File: src/rtl/bo_share_arbiter_pkg.sv
// bo_share_arbiter_pkg: FSM state codes and index helpers shared by the arbiter files
package bo_share_arbiter_pkg;

    typedef enum logic [1:0] {
        S_IDLE  = 2'd0,
        S_START = 2'd1,
        S_WAIT  = 2'd2,
        S_ACK   = 2'd3
    } state_t;

    localparam int MAX_REQ = 8;

    function automatic logic [MAX_REQ-1:0] onehot(input int i);
        return MAX_REQ'(1) << i;
    endfunction

    // modulo add for a + b < 2n, explicit so non-power-of-two counts wrap correctly
    function automatic int wrap_add(input int a, input int b, input int n);
        return (a + b >= n) ? a + b - n : a + b;
    endfunction

endpackage

File: src/rtl/bo_share_arbiter_rr_priority_pick.sv
// rr_priority_pick: combinational rotating priority encoder, first request at or after ptr wins
module rr_priority_pick
    import bo_share_arbiter_pkg::*;
#(
    parameter int N_REQ = 4,
    localparam int PW = $clog2(N_REQ)
) (
    input  logic [N_REQ-1:0] req,
    input  logic [PW-1:0]    ptr,
    output logic             any,
    output logic [PW-1:0]    sel
);

    logic [PW-1:0] idx;

    // scan from the farthest offset back toward ptr so the nearest requester is written last
    always_comb begin
        any = 1'b0;
        sel = '0;
        idx = '0;
        for (int k = N_REQ - 1; k >= 0; k--) begin
            idx = PW'(wrap_add(int'(ptr), k, N_REQ));
            if (req[idx]) begin
                any = 1'b1;
                sel = idx;
            end
        end
    end

endmodule

File: src/rtl/bo_share_arbiter.sv
// bo_share_arbiter: round-robin sharing of one start/done datapath; optional WAIT timeout via BO_ARB_TIMEOUT_EN
module bo_share_arbiter
    import bo_share_arbiter_pkg::*;
#(
    parameter int N_REQ  = 4,
    parameter int DATA_W = 8,
    parameter int TO_CYC = 64
) (
    input  logic                    clk,
    input  logic                    rst,
    input  logic [N_REQ-1:0]        req,
    input  logic [N_REQ*DATA_W-1:0] x_in,
    output logic [N_REQ-1:0]        gnt,
    output logic [N_REQ-1:0]        ack,
    output logic [DATA_W-1:0]       result,
    output logic [DATA_W-1:0]       dp_x,
    output logic                    dp_w,
    input  logic                    dp_done,
    input  logic [DATA_W-1:0]       dp_result,
    output logic                    busy,
    output logic                    err
);

    localparam int PW = $clog2(N_REQ);

    state_t        state, state_n;
    logic [PW-1:0] ptr, sel, pick;
    logic          any, tmo;

    rr_priority_pick #(.N_REQ(N_REQ)) u_pick (
        .req(req),
        .ptr(ptr),
        .any(any),
        .sel(pick)
    );

`ifdef BO_ARB_TIMEOUT_EN
    localparam int CW = $clog2(TO_CYC + 1);

    logic [CW-1:0] cnt;

    // WAIT cycle counter; the last allowed WAIT cycle is the one holding TO_CYC-1
    always_ff @(posedge clk) begin
        if (rst)
            cnt <= '0;
        else if (state == S_START)
            cnt <= '0;
        else if (state == S_WAIT)
            cnt <= cnt + 1'b1;
    end

    assign tmo = (state == S_WAIT) && !dp_done && (cnt == CW'(TO_CYC - 1));
`else
    assign tmo = (TO_CYC < 0);
`endif

    assign busy = (state != S_IDLE);

    // state register
    always_ff @(posedge clk) begin
        if (rst)
            state <= S_IDLE;
        else
            state <= state_n;
    end

    // next-state: one step per clock, dp_done wins over a simultaneous timeout
    always_comb begin
        state_n = state;
        case (state)
            S_IDLE:  state_n = any ? S_START : S_IDLE;
            S_START: state_n = S_WAIT;
            S_WAIT:  state_n = (dp_done || tmo) ? S_ACK : S_WAIT;
            S_ACK:   state_n = S_IDLE;
            default: state_n = S_IDLE;
        endcase
    end

    // registered outputs: grant/operand latch on arbitration, result capture, single-cycle pulses
    always_ff @(posedge clk) begin
        if (rst) begin
            ptr    <= '0;
            sel    <= '0;
            gnt    <= '0;
            ack    <= '0;
            result <= '0;
            dp_x   <= '0;
            dp_w   <= 1'b0;
            err    <= 1'b0;
        end else begin
            dp_w <= 1'b0;
            ack  <= '0;
            err  <= 1'b0;
            case (state)
                S_IDLE: if (any) begin
                    sel  <= pick;
                    gnt  <= N_REQ'(onehot(int'(pick)));
                    dp_x <= x_in[pick*DATA_W +: DATA_W];
                    dp_w <= 1'b1;
                end
                S_WAIT: if (dp_done) begin
                    result <= dp_result;
                    ack    <= gnt;
                end else if (tmo) begin
                    result <= '0;
                    ack    <= gnt;
                    err    <= 1'b1;
                end
                S_ACK: begin
                    gnt <= '0;
                    ptr <= PW'(wrap_add(int'(sel), 1, N_REQ));
                end
                default: ;
            endcase
        end
    end

endmodule
File: config.mk
export PLATFORM = sky130hd
export DESIGN_NAME = bo_share_arbiter
export DESIGN_NICKNAME = d
export VERILOG_FILES = /design/src/rtl/bo_share_arbiter_pkg.sv /design/src/rtl/bo_share_arbiter_rr_priority_pick.sv /design/src/rtl/bo_share_arbiter.sv
export SDC_FILE = /design/constraint.sdc
export NUM_CORES = 1
export LEC_CHECK = 0
export ABC_AREA = 1
export BUFFER_PORTS_ARGS = -buffer_cell sky130_fd_sc_hd__buf_2
export CORE_MARGIN = 4
export CORE_UTILIZATION = 51
export CTS_CLUSTER_SIZE = 8
export DETAILED_ROUTE_END_ITERATION = 8
export GPL_TIMING_DRIVEN = 1
export PLACE_DENSITY_LB_ADDON = 0.15
export SKIP_CTS_REPAIR_TIMING = 1
export SLEW_MARGIN = 15
export SYNTH_ARGS = -nofsm -noshare
export SYNTH_HDL_FRONTEND = slang
export SYNTH_SLANG_ARGS = --single-unit
File: constraint.sdc
create_clock -name clk -period 3.1 [get_ports clk]
set_input_delay 0.62 -clock clk [delete_from_list [all_inputs] [get_ports clk]]
set_output_delay 0.62 -clock clk [all_outputs]
set_load 0.02 [all_outputs]
Yosys cells after proc, flatten, opt, wreduce, memory -nomap -nowiden
Cells that the tools add are included.

$add $sub $neg: 9. Magnitude comparators: 9. Equal/unequal tests: 4. Shifts and indexed selects: 2. Mux-type cells: 27. Bitwise operators: 3. Reduce and logical (&&, ||, !) cells: 8.

Operator list (number): 32-bit by 6-bit indexed part select with 8-bit output (1); 2-bit 2-to-1 mux (9); 3-bit >= comparator, second input constant (4); 2-bit by 3-bit less-than comparator with 1-bit output, second input constant (4); 1-bit 2-to-1 mux (11); 2-bit by 1-bit subtractor with 2-bit output, second input constant (5); 1-bit binary-select mux with 2-bit select (4); 2-bit case mux with 4 select lines (1); 4-bit case mux with 2 select lines (1); 2-bit by 1-bit adder with 3-bit output, second input constant (2); 2-bit by 2-bit adder with 3-bit output, second input constant (2); 2-bit AND reduction (3); 2-bit == test, second input constant (2); 4-bit 2-to-1 mux (1); 2-bit nonzero test (2); 1-bit by 2-bit << shifter with 4-bit output, first input constant (1); 2-bit by 3-bit >= comparator with 1-bit output, second input constant (1); 1-bit NOT (3); 3-bit OR reduction (1); 2-bit by 1-bit == test with 1-bit output, second input constant (1); 2-bit zero test (1); 2-bit != test, second input constant (1); 2-bit OR reduction (1).

Register bits after elaboration: 31. Input port bits: 47. Output and inout port bits: 27. Logic and storage cells: 70.

Logic depth before layout (Yosys ltp)
Gate-level depths: netlist of the first run.

Depth in word-level cells: 12. Gate-level depth with buffers: 14. Mapped depth without buffers: 14.

Modules after synthesis
From an unflattened synthesis of the first run, not the netlist that was laid out.

Cells, all modules: 244. Area total of the unflattened synthesis: 1641.6 sq um.

By module, submodules not included: bo_share_arbiter (times used 1, cells an instance 198, area each 1428.9 sq um, sequential area each 620.6 sq um); rr_priority_pick (times used 1, cells an instance 46, area each 212.7 sq um, sequential area each 0.0 sq um).

Worst setup path before layout of the first run
OpenSTA, ideal clock, no wires.

Kind: in2reg. Start point: input req[1]. End point: register dp_x[0]. Setup time: 0.117 ns. Data arrival time: 1.728 ns. Required time: 2.983 ns. Slack: 1.255 ns. Stages: 14. Buffers on the path: 1. Path through: inv_1 > nand2_1 > and2_1 > nand2_1 > nand2_2 > inv_1 > nand2_1 > nand2_2 > nand2_8 > buf_12 > nor2_2 > nor2_1 > nor2_1 > nor2_1.

Word-level cells in the longest chain between the ends: 7. Elaborated cells between the ends (all ways): 18. Classes of those cells: shift (1); mux (16); reduce/logical (1).

RTL lines: start, declared (line bo_share_arbiter.sv:11) `input logic [N_REQ-1:0] req,`; 1-bit binary-select mux with 2-bit select (line bo_share_arbiter_rr_priority_pick.sv:23) `if (req[idx]) begin`; 1-bit 2-to-1 mux (implied by the code) (line bo_share_arbiter_rr_priority_pick.sv:23); 2-bit 2-to-1 mux / 1-bit 2-to-1 mux (equally long branches) (4 in series) (line bo_share_arbiter_rr_priority_pick.sv:23); 32-bit by 6-bit indexed part select with 8-bit output / 2-bit AND reduction (equally long branches); end signal, assigned (line bo_share_arbiter.sv:98) `dp_x <= x_in[pick*DATA_W +: DATA_W];`; end, declared (line bo_share_arbiter.sv:16) `output logic [DATA_W-1:0] dp_x,`.

Parallel ways exist; a longest one is shown, timed or not. The select of a mux whose other input is x is not followed. A chain may end at the register's enable or synchronous reset.

Final worst setup path of the first run
Start point: register ptr[0]. End point: register dp_x[5].

Word-level cells in the longest chain between the ends: 10. Elaborated cells between the ends (all ways): 33. Classes of those cells: add/sub (7); order compare (4); shift (1); mux (20); reduce/logical (1).

RTL lines: start, declared (line bo_share_arbiter.sv:27) `logic [PW-1:0] ptr, sel, pick;`; start signal, assigned (line bo_share_arbiter.sv:111) `ptr <= PW'(wrap_add(int'(sel), 1, N_REQ));`; 2-bit by 2-bit adder with 3-bit output (line bo_share_arbiter_pkg.sv:19) `return (a + b >= n) ? a + b - n : a + b;`; 3-bit >= comparator / 2-bit by 1-bit subtractor with 2-bit output (equally long branches) (line bo_share_arbiter_pkg.sv:19); 2-bit 2-to-1 mux (line bo_share_arbiter_pkg.sv:19); 1-bit binary-select mux with 2-bit select (line bo_share_arbiter_rr_priority_pick.sv:23); 1-bit 2-to-1 mux (implied by the code) (line bo_share_arbiter_rr_priority_pick.sv:23); 2-bit 2-to-1 mux / 1-bit 2-to-1 mux (equally long branches) (4 in series) (line bo_share_arbiter_rr_priority_pick.sv:23); 32-bit by 6-bit indexed part select with 8-bit output / 2-bit AND reduction (equally long branches).

Parallel ways exist; a longest one is shown, timed or not. The select of a mux whose other input is x is not followed.

==> results of run 1 <==
==> cells by family (layout without fill, tap and decap cells) <==
group           count (synthesis)  count (layout)
buf+inv                        44             116
xor+xnor                        1               1
simple gates                  151             151
compound gates                 32              32
other cells                     1               1
fa+ha+maj                       3               3
flops                          31              31
==> worst max path at each step <==
stage / cells past startpoint / startpoint / slack [ps] / end
2_1_floorplan: 14 / req[1] / 1250 / dp_x[0]$_SDFFE_PP0P_
3_3_place_gp: 11 / req[0] / 930 / dp_x[5]$_SDFFE_PP0P_
3_5_place_dp: 9 / ptr[0]$_SDFFE_PP0P_ / 900 / dp_x[5]$_SDFFE_PP0P_
4_1_cts: 9 / ptr[0]$_SDFFE_PP0P_ / 870 / dp_x[5]$_SDFFE_PP0P_
5_1_grt: 9 / ptr[0]$_SDFFE_PP0P_ / 660 / dp_x[5]$_SDFFE_PP0P_
6_report: 9 / ptr[0]$_SDFFE_PP0P_ / 870 / dp_x[5]$_SDFFE_PP0P_
==> Yosys cell counts <==
cell type | number | area share
nand3_1 | 20 | 0.057
o21ai_2 | 1 | 0.0050
ha_1 | 3 | 0.021
o21ai_0 | 19 | 0.054
and2_1 | 1 | 0.0036
nand4_1 | 8 | 0.029
nand2_1 | 48 | 0.10
clkinv_1 | 1 | 0.0021
buf_12 | 1 | 0.011
nand2_4 | 1 | 0.0064
buf_2 | 4 | 0.011
buf_8 | 1 | 0.0086
clkbuf_1 | 2 | 0.0043
nand2_8 | 1 | 0.011
nand3_2 | 2 | 0.011
xor2_1 | 1 | 0.0050
inv_1 | 29 | 0.062
nor2_2 | 11 | 0.039
o22ai_1 | 1 | 0.0036
inv_2 | 4 | 0.0086
nand2_2 | 10 | 0.036
buf_4 | 1 | 0.0043
buf_6 | 1 | 0.0064
nor2_1 | 49 | 0.11
conb_1 | 1 | 0.0021
dfxtp_1 | 31 | 0.36
a21oi_1 | 11 | 0.031
==> placed cells by master, fill, tap and decap left out, types with 2 or more instances in the layout <==
| cell type | netlist | final |
|---|---|---|
| nand2_2 | 10 | 10 |
| buf_4 | 1 | 2 |
| a21oi_1 | 11 | 11 |
| ha_1 | 3 | 3 |
| buf_2 | 4 | 72 |
| nor2_2 | 11 | 11 |
| nand2_1 | 48 | 48 |
| dfxtp_1 | 31 | 31 |
| nand3_1 | 20 | 20 |
| nand3_2 | 2 | 2 |
| inv_2 | 4 | 4 |
| inv_1 | 29 | 29 |
| nor2_1 | 49 | 49 |
| nand4_1 | 8 | 8 |
| clkbuf_4 | 0 | 5 |
| o21ai_0 | 19 | 19 |
==> sequential cells by signal, summed over array words and instances, names as in the netlist <==
signal and cells:
gnt 4, state 2, dp_w 1, ptr 2, ack 4, sel 2, dp_x 8, result 8
==> routing by layer <==
layer | up-vias | global-route usage | part of all wire
li1 | 962 | - | -
met2 | 52 | 0.353 | 0.50
met5 | - | 0 | 0
met4 | 0 | 0.0609 | 0.012
met3 | 5 | 0.0590 | 0.066
met1 | 820 | 0.239 | 0.43
==> worst max-delay path, cell delays in order, from the launching register on <==
cell,delay [ps]
dfxtp_1,660
inv_2,140
nand2_1,110
and2_1,150
nor2_1,40
a21oi_1,450
buf_4,290
nand3_1,100
nor2_1,120
nor2_1,50
==> cell type report <==
type | count | area (sq um)
Fill cell | 324 | 970
Multi-Input combinational cell | 188 | 918
Sequential cell | 31 | 621
Timing Repair Buffer | 74 | 375
Inverter | 34 | 128
Tap cell | 44 | 55.1
Clock buffer | 6 | 51.3
Clock inverter | 2 | 35.0
==> stage by stage <==
stage | power (uW) | cells | worst slack, ps | utilization | area, sq um
after floorplan | 1500 | 263 | 1250 | - | 1750
after global placement | 1700 | 371 | 931 | 0.665 | 2100
after detailed placement | 1720 | 371 | 903 | 0.665 | 2100
after CTS | 2060 | 379 | 868 | 0.692 | 2180
after global routing | 2240 | 379 | 656 | 0.692 | 2180
final | 2040 | 379 | 870 | 0.692 | 2180
==> power breakdown <==
part	switching [uW]	internal (uW)	total [uW]
sequential	75.5	515	591
combinational	746	374	1120
clock	137	191	327
total	958	1080	2040
==> summary.txt, run 1 <==
H-Tree Depth: 2
Pins Over Slew Limit: 0
synthesis-stage register bit count: 31
antenna viol nets, final: 0
Area Overhead vs Synth: 24.9%
reg2reg end: dp_x[5]$_SDFFE_PP0P_
mux cell area share after synthesis: 0
root buf cell: clkbuf_4
Compound-Gate Fraction of Synth Area: 0.0945
RSZ-0062 raised after global routing: no
final hold slack: 440 ps
Via density: 4.85
Hold Crit Class: flip-flop to flip-flop
num rows: 20
period utilization: 0.719
WP data arrival: 2440 ps
Worst VDD drop: 0.000584 V
clk_lat worst skew: 330 ps
final wirelength: 4.15 mm
I/O pin count: 74
post-synthesis sequential area ratio: 0.355
Placeable Area: 3150 sq um
Max-Cap Viols: 0
GPL Wtd Cong: 0.810
synthesized area: 1750 sq um
Pre-antenna DRT Iters: 4
GRT overflow: 0
Die Y: 66.5 um
reg2reg path depth: 9
vias in the first global route: 1665
initial antenna violation count: 0
Syn Nets: 313
total CTS buffers: 5
first-pass GRT wire length: 6.94 mm
Residual DRC: 0
port buffer count: 72
DRT iter0 DRCs: 74
Least-Margin Pin Slew: 525 ps
NumNets Final: 384
DP HPWL: 3.17 mm
vias post-DR: 1839
R2R Path Start: ptr[0]$_SDFFE_PP0P_
synthesized area per cell: 6.65 sq um
HP Start: gnt[0]$_SDFFE_PP0P_
Synth cell types: 27
CTS Sinks: 31
Die Wd: 66.5 um
worst-case hold path end point: ack[0]$_SDFF_PP0_
DIE AREA: 4430 sq um
data required time of the critical path: 3310 ps
WHS Path Cells: 2
Post-Synth Adder-Cell Area: 0.0215
Peak Freq: 449 MHz
fraction of layout cells with a size suffix above 1: 0.334
Setup CP Type: flip-flop to flip-flop
Mapped Cells: 263
status: finished clean
PD cells: 934 nW/um^2
Worst slew margin: 0.650
Routed wire per std cell: 10.9 um
FF-to-FF setup slack: 870 ps
initial core utilization: 0.554
Worst Skew: 14.7 ps
Post-Synth Simple-Gate Area: 0.402
post-synthesis share of cell area spent on xor and xnor gates: 0.00501
endpoint type of the worst setup path: flip-flop
Leak: 0.00116 uW
Final TNS setup: 0 ps
TritonCTS clock tree: yes
Clock Path Buffers: 2
Worst-path clk slew: 110 ps
largest net degree at the start of global routing: 29
Setup violations, final: 0
Min Clock Period, post-route: 2230 ps
ant diodes: 0
final hold vios: 0
CP startpoint kind: flip-flop
gr usage total: 0.203
yosys warns: 0
largest family of logic cells by synthesized area: simple AND/OR/NAND/NOR gates
crit path max fanout: 15
(Power assumes the default switching activity.)
==> inputs of run 2 (changes only) <==
--- a/config.mk
+++ b/config.mk
@@ -5,10 +5,10 @@
 export SDC_FILE = /design/constraint.sdc
 export NUM_CORES = 1
 export LEC_CHECK = 0
-export ABC_AREA = 1
+export ABC_AREA = 0
 export BUFFER_PORTS_ARGS = -buffer_cell sky130_fd_sc_hd__buf_2
 export CORE_MARGIN = 4
-export CORE_UTILIZATION = 51
+export CORE_UTILIZATION = 41
 export CTS_CLUSTER_SIZE = 8
 export DETAILED_ROUTE_END_ITERATION = 8
 export GPL_TIMING_DRIVEN = 1
==> constraint.sdc (replaced) <==
create_clock -name clk -period 1.8 [get_ports clk]
set_input_delay 0.36 -clock clk [delete_from_list [all_inputs] [get_ports clk]]
set_output_delay 0.36 -clock clk [all_outputs]
set_load 0.02 [all_outputs]
==> summary.txt, run 2 <==
mux cell area share after synthesis: 0.111 (+0.111)
DP Worst Slack: 143 ps (-760 ps)
WP data arrival: 1300 ps (-1140 ps)
final-layout fill cell count: 334 (+3.1%)
final total power: 2140 uW (+5.2%)
CTS Sinks: 31 (unchanged)
Worst VDD drop: 0.000513 V (-12%)
antenna viol nets, final: 0 (unchanged)
initial core utilization: 0.444 (-0.111)
slowest cell delay on critical path: 330 ps (-330 ps)
Setup CP Type: flip-flop to output pin
num rows: 21 (+5.0%)
largest net degree at the start of global routing: 24 (-17%)
fraction of registers with async set/reset: 0 (unchanged)
gr usage total: 0.167 (-0.0359)
leading cell type in the layout, fill and taps excluded: buf_2
final hold vios: 0 (unchanged)
CP startpoint kind: flip-flop
Worst Skew: 5.62 ps (-9.05 ps)
DP HPWL: 2.93 mm (-7.8%)
HP Start: dp_result[3]
Setup violations, final: 0 (unchanged)
data required time of the critical path: 1440 ps (-1870 ps)
most frequent cells in the layout: 72 x buf_2, 31 x dfxtp_1, 21 x nand2_1
Die Wd: 69.3 um (+4.1%)
Yosys top cell by area: dfxtp_1
Area contributors post-synth: dfxtp_1 40%, mux2i_1 10%, o221ai_2 7.8%
placed cell count: 269 (-27%)
Routed wire per std cell: 14.0 um (+28%)
Hold Crit Class: input port to flip-flop
synthesis-stage register bit count: 31 (unchanged)
Residual DRC: 0 (unchanged)
non-filler cells in the finished layout: 276 (-27%)
Slowest cell on crit path: ha_1
Max-Cap Viols: 0 (unchanged)
synthesized area: 1540 sq um (-12%)
crit path max fanout: 7 (-8)
I/O pin count: 74 (unchanged)
Post-Synth Adder-Cell Area: 0.0244 (+0.00292)
Leak: 0.000906 uW (-22%)
reg2reg end: dp_x[2]$_SDFFE_PP0P_
Area Overhead vs Synth: 32.4%
Peak Freq: 602 MHz
WHS Path Cells: 3 (+1)
total CTS buffers: 5 (unchanged)
most common cell in the synthesized netlist: dfxtp_1
CP top delay family: buffers and inverters
RSZ-0062 raised after global routing: no
Min Clock Period, post-route: 1660 ps
Final TNS setup: 0 ps (unchanged)
Most common cell on crit path: inv_1
Cell Chain, Critical Path: inv_1 > ha_1 > inv_1 > buf_2
clk_lat worst skew: 280 ps (-50 ps)
final setup margin: 139 ps (-732 ps)
Syn Nets: 206 (-34%)
Die Y: 69.3 um (+4.1%)
TritonCTS clock tree: yes
final wirelength: 3.86 mm (-7.0%)
DRT iter0 DRCs: 43 (-42%)
fraction of layout cells with a size suffix above 1: 0.452 (+0.118)
Via density: 5.14 (+6.0%)
yosys warns: 0 (unchanged)
largest family of logic cells by synthesized area: simple AND/OR/NAND/NOR gates
R2R Path Start: ptr[1]$_SDFFE_PP0P_
DIE AREA: 4800 sq um (+8.3%)
synthesized area per cell: 9.87 sq um (+48%)
NumNets Final: 280 (-27%)
top cell type's share of synthesized area: 0.403 (+0.0482)
Compound-Gate Fraction of Synth Area: 0.200 (+0.106)
Pins Over Slew Limit: 0 (unchanged)
FF-to-FF setup slack: 250 ps (-620 ps)
initial antenna violation count: 0 (unchanged)
PD cells: 1050 nW/um^2 (+13%)
Post-Synth Simple-Gate Area: 0.206 (-0.197)
ant diodes: 0 (unchanged)
CP bufs+invs: 3 (+1)
list of most frequent post-synthesis cells: 31 x dfxtp_1, 21 x nand2_1, 16 x mux2i_1
port buffer count: 72 (unchanged)
Synth cell types: 35 (+30%)
Clock Path Buffers: 2 (unchanged)
post-synthesis share of cell area spent on xor and xnor gates: 0.00569 (+0.000680)
top flop regs: dp_x: 8 flops, result: 8 flops
status: finished clean
period utilization: 0.923
post-synthesis sequential area ratio: 0.403 (+0.0482)
vias in the first global route: 1494 (-10%)
EDFF count, synth: 0 (unchanged)
endpoint type of the worst setup path: output pin
Most used DFF post-synth: dfxtp_1
worst-case hold path end point: result[3]$_SDFFE_PP0P_
reg2reg path depth: 6 (-3)
GPL Wtd Cong: 0.751 (-7.4%)
Placeable Area: 3470 sq um (+10%)
vias post-DR: 1420 (-23%)
Mapped Cells: 156 (-41%)
root buf cell: clkbuf_8
first-pass GRT wire length: 6.53 mm (-6.0%)
Worst-path clk slew: 60 ps (-50 ps)
H-Tree Depth: 2 (unchanged)
GRT overflow: 0 (unchanged)
Pre-antenna DRT Iters: 4 (unchanged)
## run 2: changes by cell type in the layout (fill, tap and decap cells not counted), sizes merged, moves of 16 or more
| cell | before | now |
|---|---|---|
| nand3 | 22 | 1 |
| nand2 | 60 | 23 |
| inv | 33 | 6 |
| mux2i | 0 | 16 |
| o21ai | 20 | 1 |
| nor2 | 60 | 9 |
## run 2: cell type report
cell class | count | area, sq um | area share
well taps | 46 | 57.6 | 0.0283
flip-flops and latches | 31 | 621 | 0.305
clock inverters | 1 | 5.00 | 0.00246
multi-input cells | 110 | 846 | 0.415
inverters | 6 | 22.5 | 0.0111
repair buffers | 76 | 403 | 0.198
clock buffers | 6 | 82.6 | 0.0405
## run 2: worst min-delay path: stages
cell and delay, ps:
buf_2 90, nand2_1 40, a21oi_1 50
## run 2: worst max path at each step
stage / start / end / cells after the start
detailed placement: req[0] / dp_x[2]$_SDFFE_PP0P_ / 7
finish: state[0]$_SDFF_PP0_ / busy / 4
CTS: state[0]$_SDFF_PP0_ / busy / 4
global route: state[1]$_SDFF_PP0_ / busy / 4
floorplan: req[0] / dp_x[0]$_SDFFE_PP0P_ / 6
global placement: req[2] / dp_x[7]$_SDFFE_PP0P_ / 5
## run 2: cell families after synthesis
| family | count (synthesis) |
|---|---|
| AOI/OAI and AO/OA | 34 |
| xor gates and xnor gates | 1 |
| adders and majority gates | 3 |
| buffers and inverters | 15 |
| DFF | 31 |
| muxes | 17 |
| other | 1 |
| and+or+nand+nor | 54 |
## run 2: power by group
group / internal (uW) / total, uW / switching, uW
clock network: 299 / 535 / 236
logic: 306 / 763 / 456
registers: 788 / 846 / 58.3
total: 1390 / 2140 / 751
## run 2: metal layers
metal  routed length (um)  GRT usage  vias to the layer above  share of wire
met4                   41     0.0456                        0          0.011
met3                  256     0.0652                        5          0.066
met1                 1550      0.179                      671           0.40
li1                     -          -                      700              -
met5                    0          0                        -              0
met2                 2010      0.302                       44           0.52
## run 2: per-stage QoR
step | hold WS, ps | area, sq um | utilization
floorplan | 450 | 1540 | -
global placement | 440 | 1950 | 0.562
detailed placement | 447 | 1950 | 0.562
CTS | 309 | 2040 | 0.587
global route | 314 | 2040 | 0.587
finish | 316 | 2040 | 0.587
